--- config.mk ---
export PLATFORM = sky130hd
export DESIGN_NAME = vram_write_queue_flat
export DESIGN_NICKNAME = d
export VERILOG_FILES = /design/src/rtl/vram_write_queue_pkg.sv /design/src/rtl/vram_write_queue_if.sv /design/src/rtl/vram_write_queue_sync_fifo.sv /design/src/rtl/vram_write_queue.sv /design/src/flat_wrapper.sv
export SDC_FILE = /design/constraint.sdc
export NUM_CORES = 1
export LEC_CHECK = 0
export ABC_AREA = 1
export CORE_MARGIN = 3
export CORE_UTILIZATION = 40
export CTS_BUF_LIST = sky130_fd_sc_hd__clkbuf_8
export DETAILED_ROUTE_END_ITERATION = 8
export HOLD_SLACK_MARGIN = 0.06
export PLACE_DENSITY = 0.61
export SYNTH_ARGS = -nofsm -noshare
export SYNTH_HDL_FRONTEND = slang
export SYNTH_HIERARCHICAL = 1
export SYNTH_SLANG_ARGS = --single-unit
--- constraint.sdc ---
create_clock -name clk -period 6.9 [get_ports clk]
set_input_delay 1.035 -clock clk [delete_from_list [all_inputs] [get_ports clk]]
set_output_delay 1.035 -clock clk [all_outputs]
set_load 0.005 [all_outputs]
--- src/rtl/vram_write_queue_pkg.sv ---
// Shared constants and entry type for the VRAM write path.
package vram_pkg;
   localparam int ADDR_W     = 16;
   localparam int DATA_W     = 8;
   localparam int DEPTH_LOG2 = 4;
   localparam int MAX_WR_RUN = 7;
   // Phase of the 16-cycle video schedule that carries the write/refresh slot
   localparam int SLOT_PHASE = 8;

   typedef struct packed {
      logic [ADDR_W-1:0] addr;
      logic [DATA_W-1:0] data;
   } wr_entry_t;
endpackage

--- src/rtl/vram_write_queue_if.sv ---
// Decoder-side request bus and SDRAM-side slot bus of the write queue.
interface vram_write_queue_if #(
   parameter int ADDR_W     = vram_pkg::ADDR_W,
   parameter int DATA_W     = vram_pkg::DATA_W,
   parameter int DEPTH_LOG2 = vram_pkg::DEPTH_LOG2
);
   logic                  in_valid;
   logic [ADDR_W-1:0]     in_addr;
   logic [DATA_W-1:0]     in_data;
   logic                  in_ready;
   logic                  slot;
   logic                  init_busy;
   logic                  sd_wr;
   logic                  sd_rfsh;
   logic [ADDR_W-1:0]     sd_addr;
   logic [DATA_W-1:0]     sd_wdata;
   logic [DEPTH_LOG2:0]   level;
   logic                  overflow;
   logic                  overflow_clr;

   // Queue side
   modport slave (
      input  in_valid, in_addr, in_data, slot, init_busy, overflow_clr,
      output in_ready, sd_wr, sd_rfsh, sd_addr, sd_wdata, level, overflow
   );

   // Decoder / scheduler side
   modport master (
      output in_valid, in_addr, in_data, slot, init_busy, overflow_clr,
      input  in_ready, sd_wr, sd_rfsh, sd_addr, sd_wdata, level, overflow
   );
endinterface

--- src/rtl/vram_write_queue_sync_fifo.sv ---
// Generic synchronous FIFO with a registered head word and entry count.
module sync_fifo #(
   parameter int WIDTH      = 24,
   parameter int DEPTH_LOG2 = 4
) (
   input  logic                  clk,
   input  logic                  reset_n,
   input  logic                  push_i,
   input  logic [WIDTH-1:0]      din_i,
   input  logic                  pop_i,
   output logic [WIDTH-1:0]      dout_o,
   output logic [DEPTH_LOG2:0]   level_o,
   output logic                  full_o,
   output logic                  empty_o
);
   localparam int DEPTH = 1 << DEPTH_LOG2;
   localparam logic [DEPTH_LOG2:0] LVL_ONE = {{DEPTH_LOG2{1'b0}}, 1'b1};

   logic [WIDTH-1:0]      mem_q [DEPTH];
   logic [DEPTH_LOG2-1:0] wr_ptr_q, rd_ptr_q, rd_nxt;
   logic [DEPTH_LOG2:0]   level_q, level_d;
   logic [WIDTH-1:0]      head_q;
   logic                  do_push, do_pop;

   // Level never exceeds DEPTH, so its MSB alone flags full
   assign full_o  = level_q[DEPTH_LOG2];
   assign empty_o = (level_q == '0);
   assign do_push = push_i & ~full_o;
   assign do_pop  = pop_i & ~empty_o;
   assign rd_nxt  = rd_ptr_q + 1'b1;
   assign level_o = level_q;
   assign dout_o  = head_q;

   // Next level: simultaneous push and pop leave it unchanged
   always_comb begin
      level_d = level_q;
      if (do_push && !do_pop)      level_d = level_q + 1'b1;
      else if (do_pop && !do_push) level_d = level_q - 1'b1;
   end

   // Storage array, no reset needed
   always_ff @(posedge clk) begin
      if (do_push) mem_q[wr_ptr_q] <= din_i;
   end

   // Pointers and level
   always_ff @(posedge clk or negedge reset_n) begin
      if (!reset_n) begin
         wr_ptr_q <= '0;
         rd_ptr_q <= '0;
         level_q  <= '0;
      end else begin
         if (do_push) wr_ptr_q <= wr_ptr_q + 1'b1;
         if (do_pop)  rd_ptr_q <= rd_nxt;
         level_q <= level_d;
      end
   end

   // Head register: next stored entry on pop, or bypass the incoming word
   // when it becomes the only entry
   always_ff @(posedge clk or negedge reset_n) begin
      if (!reset_n) begin
         head_q <= '0;
      end else if (do_pop) begin
         if (level_q > LVL_ONE) head_q <= mem_q[rd_nxt];
         else if (do_push)      head_q <= din_i;
      end else if (do_push && empty_o) begin
         head_q <= din_i;
      end
   end
endmodule

--- src/rtl/vram_write_queue.sv ---
// Byte-write queue feeding the SDRAM write/refresh slot, with refresh starvation guard.
module vram_write_queue
   import vram_pkg::*;
#(
   parameter int DEPTH_LOG2 = vram_pkg::DEPTH_LOG2,
   parameter int MAX_WR_RUN = vram_pkg::MAX_WR_RUN
) (
   input  logic               clk,
   input  logic               reset_n,
   vram_write_queue_if.slave  bus
);
   localparam int RUN_W = $clog2(MAX_WR_RUN + 1);

   wr_entry_t         in_ent, head;
   logic              full, empty, push, force_rfsh, wr, rfsh;
   logic [RUN_W-1:0]  run_q, run_d;
   logic              ovf_q, ovf_d;

   assign in_ent.addr = bus.in_addr;
   assign in_ent.data = bus.in_data;
   assign push        = bus.in_valid & ~full;

   // Slot decision; reset_n gating keeps both strobes quiet while held in reset
   assign force_rfsh  = (run_q == RUN_W'(MAX_WR_RUN));
   assign wr          = reset_n & bus.slot & ~empty & ~bus.init_busy & ~force_rfsh;
   assign rfsh        = reset_n & bus.slot & ~wr;

   sync_fifo #(
      .WIDTH      ($bits(wr_entry_t)),
      .DEPTH_LOG2 (DEPTH_LOG2)
   ) u_fifo (
      .clk     (clk),
      .reset_n (reset_n),
      .push_i  (push),
      .din_i   (in_ent),
      .pop_i   (wr),
      .dout_o  (head),
      .level_o (bus.level),
      .full_o  (full),
      .empty_o (empty)
   );

   assign bus.in_ready = ~full;
   assign bus.sd_wr    = wr;
   assign bus.sd_rfsh  = rfsh;
   assign bus.sd_addr  = head.addr;
   assign bus.sd_wdata = head.data;
   assign bus.overflow = ovf_q;

   // Run length of consecutive write slots and sticky overflow next-state
   always_comb begin
      run_d = run_q;
      if (wr)        run_d = run_q + 1'b1;
      else if (rfsh) run_d = '0;
      ovf_d = ovf_q;
      if (bus.overflow_clr)              ovf_d = 1'b0;
      else if (bus.in_valid && full)     ovf_d = 1'b1;
   end

   // Run counter and overflow flag registers
   always_ff @(posedge clk or negedge reset_n) begin
      if (!reset_n) begin
         run_q <= '0;
         ovf_q <= 1'b0;
      end else begin
         run_q <= run_d;
         ovf_q <= ovf_d;
      end
   end
endmodule

--- src/flat_wrapper.sv ---
// flat-port wrapper written by rule: the top's interface ports become plain ports
module vram_write_queue_flat import vram_pkg::*;
#(
   parameter int DEPTH_LOG2 = vram_pkg::DEPTH_LOG2,
   parameter int MAX_WR_RUN = vram_pkg::MAX_WR_RUN
)
  (clk, reset_n, bus_in_valid, bus_in_addr, bus_in_data, bus_slot, bus_init_busy, bus_overflow_clr, bus_in_ready, bus_sd_wr, bus_sd_rfsh, bus_sd_addr, bus_sd_wdata, bus_level, bus_overflow);
  vram_write_queue_if #(.DEPTH_LOG2(DEPTH_LOG2)) bus_i ();
  input  logic clk;
  input  logic reset_n;
  input wire logic [$bits(bus_i.in_valid)-1:0] bus_in_valid;
  input wire logic [$bits(bus_i.in_addr)-1:0] bus_in_addr;
  input wire logic [$bits(bus_i.in_data)-1:0] bus_in_data;
  input wire logic [$bits(bus_i.slot)-1:0] bus_slot;
  input wire logic [$bits(bus_i.init_busy)-1:0] bus_init_busy;
  input wire logic [$bits(bus_i.overflow_clr)-1:0] bus_overflow_clr;
  output wire logic [$bits(bus_i.in_ready)-1:0] bus_in_ready;
  output wire logic [$bits(bus_i.sd_wr)-1:0] bus_sd_wr;
  output wire logic [$bits(bus_i.sd_rfsh)-1:0] bus_sd_rfsh;
  output wire logic [$bits(bus_i.sd_addr)-1:0] bus_sd_addr;
  output wire logic [$bits(bus_i.sd_wdata)-1:0] bus_sd_wdata;
  output wire logic [$bits(bus_i.level)-1:0] bus_level;
  output wire logic [$bits(bus_i.overflow)-1:0] bus_overflow;
  assign bus_i.in_valid = bus_in_valid;
  assign bus_i.in_addr = bus_in_addr;
  assign bus_i.in_data = bus_in_data;
  assign bus_i.slot = bus_slot;
  assign bus_i.init_busy = bus_init_busy;
  assign bus_i.overflow_clr = bus_overflow_clr;
  assign bus_in_ready = bus_i.in_ready;
  assign bus_sd_wr = bus_i.sd_wr;
  assign bus_sd_rfsh = bus_i.sd_rfsh;
  assign bus_sd_addr = bus_i.sd_addr;
  assign bus_sd_wdata = bus_i.sd_wdata;
  assign bus_level = bus_i.level;
  assign bus_overflow = bus_i.overflow;
  vram_write_queue #(.DEPTH_LOG2(DEPTH_LOG2), .MAX_WR_RUN(MAX_WR_RUN)) u_core (.clk(clk), .reset_n(reset_n), .bus(bus_i));
endmodule
**Yosys cells after proc, flatten, opt, wreduce, memory -nomap -nowiden**

Memory sizes are Yosys's and may differ from the RTL's.
Index checks and enable logic that the tools add are counted.

- Bitwise gates (word level): 13
- Multiplexer cells: 12
- Add/sub/neg operators: 5
- Equality and inequality tests: 2
- Magnitude comparators: 1
- Shift-type cells: 0
- $mul: 0
- Div/mod/pow operators: 0
- Reductions and logical operators: 12

Operators by type and width:

| cell | count |
|---|---|
| 2-to-1 mux 24 bit | 4 |
| 2-to-1 mux 5 bit | 2 |
| adder 4 x 1 -> 4 bit (second input constant) | 2 |
| bitwise AND 1 bit | 8 |
| nonzero test 2 bit | 4 |
| 2-to-1 mux 3 bit | 2 |
| adder 5 x 1 -> 5 bit (second input constant) | 1 |
| greater-than comparator 5 x 1 -> 1 bit (second input constant) | 1 |
| logical NOT 5 bit | 1 |
| NOT 1 bit | 5 |
| subtractor 5 x 1 -> 5 bit (second input constant) | 1 |
| logical AND 1 bit | 4 |
| 2-to-1 mux 1 bit | 4 |
| adder 3 x 1 -> 3 bit (second input constant) | 1 |
| == test 3 bit (second input constant) | 1 |
| inequality test 3 x 2 -> 1 bit (second input constant) | 1 |
| logical NOT 1 bit | 2 |
| AND reduction 2 bit | 1 |

- Bits of input ports: 30
- Bits in latches: 0
- ROM bits: 0
- Bits in registers: 41
- Memories: 1
- RAM bits: 384
- Output and inout port bits: 33
- Word-level logic and storage cells: 52

Memories:

| memory | words | width | read ports | clocked after Yosys merged registers in | wr ports | RTL line | source |
|---|---|---|---|---|---|---|---|
| u_core.u_fifo.mem_q | 16 | 24 | 1 | 0 | 1 | vram_write_queue_sync_fifo.sv:19 | `logic [WIDTH-1:0] mem_q [DEPTH];` |

**Depth between registers and ports, before layout**

- Word-level depth: 9
- Gate-level depth with buffers: 16
- Mapped depth without buffers: 14

**Modules after synthesis**

The synthesis kept the hierarchy.

Modules (own cells, without submodules):

| module | times used | area each (µm²) | cells an instance | sequential area each (µm²) |
|---|---|---|---|---|
| sync_fifo | 1 | 18,113.6 | 1,760 | 12,456.9 |
| vram_write_queue | 1 | 221.5 | 26 | 100.1 |

**Worst setup path after synthesis**

Ideal clock, no wire load.

- Path kind: input to register
- Start: input bus_in_valid
- End: memory u_core.u_fifo.mem_q[11][0] (enable)
- Setup time: 405 ps
- Required time: 6,495 ps
- Arrival time: 2,822 ps
- Cell stages on the path: 6
- Setup slack: 3,673 ps
- Buffers on the path: 0
- Path through: inv_1 nor2_1 inv_1 nor2_1 nand2_1 nor2_1

- Word-level cells in the longest chain between the ends: 4

Ends and longest elaborated chain:

| element | RTL line | source |
|---|---|---|
| start, declared | flat_wrapper.sv:11 | `input wire logic [$bits(bus_i.in_valid)-1:0] bus_in_valid;` |
| bitwise AND 1 bit | vram_write_queue.sv:21 | `assign push = bus.in_valid & ~full;` |
| named net u_core.push | vram_write_queue.sv:15 | `logic full, empty, push, force_rfsh, wr, rfsh;` |
| bitwise AND 1 bit | vram_write_queue_sync_fifo.sv:28 | `assign do_push = push_i & ~full_o;` |
| named net u_core.u_fifo.do_push | vram_write_queue_sync_fifo.sv:23 | `logic do_push, do_pop;` |
| 2-to-1 mux 1 bit | vram_write_queue_sync_fifo.sv:43 | `if (do_push) mem_q[wr_ptr_q] <= din_i;` |
| 2-to-1 mux 1 bit (implied by the code) | vram_write_queue_sync_fifo.sv:43 |  |
| end, declared | vram_write_queue_sync_fifo.sv:19 |  |

The timed path passes the listed nets, and every way through them passes these cells.

**Worst setup path in the final report**

- Start: input reset_n
- End: output bus_sd_wr

- Word-level cells in the longest chain between the ends: 4

Ends and longest elaborated chain:

| element | RTL line | source |
|---|---|---|
| start, declared | flat_wrapper.sv:10 | `input logic reset_n;` |
| bitwise AND 1 bit (4 in series) | vram_write_queue.sv:25 | `assign wr = reset_n & bus.slot & ~empty & ~bus.init_busy & ~force_rfsh;` |
| end, declared | flat_wrapper.sv:18 | `output wire logic [$bits(bus_i.sd_wr)-1:0] bus_sd_wr;` |

Every way passes these cells.

==> flow_summary.json <==
{
  "path_clk_slew_ns": 0.06,
  "end_kind": "primary output",
  "postSynthCellCount": 1786,
  "multiInputGateArea_mm2": 0.004725,
  "cts_max_level": 3,
  "gp_congestion": 0.7904,
  "fill_cells": 4106,
  "final-setup-viol-count": 0,
  "finalCritPeriodShare_pct": 54.33,
  "fp.dieW_um": 220.1,
  "layout.nets": 1890,
  "rr_worst_depth": 11,
  "routed_wl_mm": 45.80,
  "slew_headroom_pct": 25.57,
  "synth_area_leaders": "edfxtp_1 (63%), nand2_1 (14%), nand3_1 (7.4%)",
  "finalClockSkew_ns": 0.04021,
  "synth_largest_area_cell": "edfxtp_1",
  "ir_drop_uv": 372.7,
  "power-per-cell-area_mw_per_mm2": 398.3,
  "path_cells": "buf_2 -> buf_4 -> nand2_2 -> nor2_4 -> and2_1 -> clkdlybuf4s50_1",
  "cp-start-kind": "primary input",
  "yosysWarnings": 6,
  "postCtsSetupRepairBufs": 0,
  "rsz0062_at_grt": "false",
  "antenna_found_initial": 1,
  "critPathMaxStageDelay_ns": 0.54,
  "ys.flop_type": "edfxtp_1",
  "die_h_um": 220.1,
  "whs_ns": 0.4859,
  "dp_hpwl_mm": 23.69,
  "holdBufCountCts": 0,
  "areaGrowthSynthToFinish_pct": 13.74,
  "wl_per_cell_um": 18.36,
  "cts_buffers": 71,
  "clock_path_buffers": 3,
  "cts-root-buf": "clkbuf_8",
  "cp_max_fo": 42,
  "mostFrequentLayoutCell": "nand2_1",
  "drc": 0,
  "ys_types": 30,
  "slew_viol_final": 0,
  "seq_area_frac_synth_pct": 68.49,
  "min_path_type": "reg -> reg",
  "viasPerCell": 4.961,
  "synth.cell_area_mm2": 0.01834,
  "clk_latency_ns": 0.60,
  "synth_edf_count": 384,
  "drive_above_1_share_pct": 6.891,
  "synth_top_area_share_pct": 62.89,
  "postLayoutCoreUtil_pct": 46.65,
  "dr.pass1.iters": 5,
  "arrival_ns": 2.71,
  "regArea_mm2": 0.01256,
  "required_ns": 5.86,
  "hold_start": "u_core/u_fifo/dout_o[0]",
  "maxCapViolCount": 0,
  "period_needed_ns": 3.749,
  "overflow": 0,
  "cts-resized-gates": 0,
  "status": "complete, no violations",
  "start_util_pct": 41.02,
  "vias": 12380,
  "leakage_nw": 8.688,
  "first_iter_violations": 827,
  "grt_pass1_vias": 12280,
  "cts_tree": "yes",
  "stdcell_area_mm2": 0.02086,
  "slowest_stage": "buf_4",
  "final_cell_mix": "nand2_1 (672), edfxtp_1 (384), nand3_1 (270), inv_1 (241), clkbuf_8 (73)",
  "crit_type": "in -> out",
  "core_area_mm2": 0.04470,
  "grt_use_total_pct": 19.27,
  "ys_async_sr_fraction_pct": 9.647,
  "ys_ff_latch": 425,
  "clock.fmax_ghz": 0.2667,
  "finalHoldViolations": 0,
  "ios": 63,
  "dpl_cell_area_mm2": 0.01957,
  "port_buffers": 62,
  "r2r-end": "u_core/u_fifo/dout_o[5]",
  "worst_slew_pin_slew_ns": 1.114,
  "rows": 77,
  "fin_tns_setup_ns": 0,
  "synth_fp_nets": 1829,
  "hold-path-endpoint": "u_core/u_fifo/dout_o[0]",
  "die_area_mm2": 0.04844,
  "clock-sinks": 425,
  "grt_pass1_wl_mm": 70.81,
  "r2r-start": "u_core/u_fifo/rd_ptr_q[0]",
  "grt_max_degree": 135,
  "synth.avg_cell_area_um2": 10.27,
  "postRouteAntennaNets": 0,
  "reg2reg_slack_ns": 3.30,
  "cp-startpoint": "reset_n",
  "min_path_cells": 2
}
metrics by stage:
stage               total power, mW  worst slack (ns)  std cells
floorplan                     5.209             3.673       1786
global placement              6.291             2.911       2366
detailed placement            6.318             2.842       2366
CTS                           8.383             3.096       2493
global route                  8.841             2.971       2494
finish                        8.307             3.151       2495
area by class of cell:
type / instances / area share, %
antenna: 2 / 0.02400
tap: 592 / 3.552
inverter: 212 / 3.858
clock inverter: 54 / 1.338
clock buffer: 73 / 4.818
multi-input combinational: 1059 / 22.65
sequential: 425 / 60.23
timing repair buffer: 78 / 3.528
kinds of logic after synthesis:
family | after synthesis | synth area share [%]
DFF | 425 | 68.49
AOI/OAI and AO/OA | 11 | 0.3344
adders and majority gates | 13 | 0.8872
buffers and inverters | 302 | 6.729
and+or+nand+nor | 1023 | 22.95
xor gates and xnor gates | 12 | 0.6142
Yosys cell counts, types with 2 or more instances:
master	number
ha_1	13
buf_1	7
xnor2_1	2
inv_2	3
a21oi_1	2
nor2_2	2
dfrtp_1	41
o21ai_1	2
o21ai_0	4
nand3_1	270
nor2_1	71
inv_1	209
edfxtp_1	384
nand2_1	673
clkbuf_1	17
xor2_1	9
buf_2	58
buf_4	7
flip-flops by register name, indices dropped and copies added, names as in the netlist:
signal	cells
u_core/u_fifo/dout_o	24
u_core/u_fifo/rd_ptr_q	4
u_core/u_fifo/mem_q	384
u_core/bus.overflow	1
u_core/u_fifo/wr_ptr_q	4
u_core/u_fifo/level_o	5
u_core/run_q	3
worst max-delay path: cells and delay by family:
kind / cells / cell delay (ns)
buffers and inverters: 3 / 1.12
and+or+nand+nor: 3 / 0.54
where the power goes:
part           switching, mW  internal (mW)  total [mW]
clock network          0.984           1.06        2.04
registers              0.173           2.95        3.12
logic                   2.16          0.988        3.15
metal layers:
metal  GRT usage [%]  wire (um)  share of wire [%]
met5               0          0                  0
met3           3.268       2260                4.9
met1           25.12      19560                 43
met4           7.620       1415                3.1
met2           32.26      22560                 49
worst max path at each step:
| stage | end | slack [ns] | depth (start not counted) |
|---|---|---|---|
| floorplan | u_core/u_fifo/mem_q[11][0] | 3.67 | 6 |
| finish | bus_sd_wr | 3.15 | 6 |
| detailed placement | u_core/u_fifo/mem_q[3][14] | 2.84 | 7 |
| global route | bus_sd_wr | 2.97 | 6 |
| global placement | u_core/u_fifo/mem_q[3][15] | 2.91 | 7 |
| CTS | bus_sd_wr | 3.10 | 6 |
(Power assumes the default switching activity.)
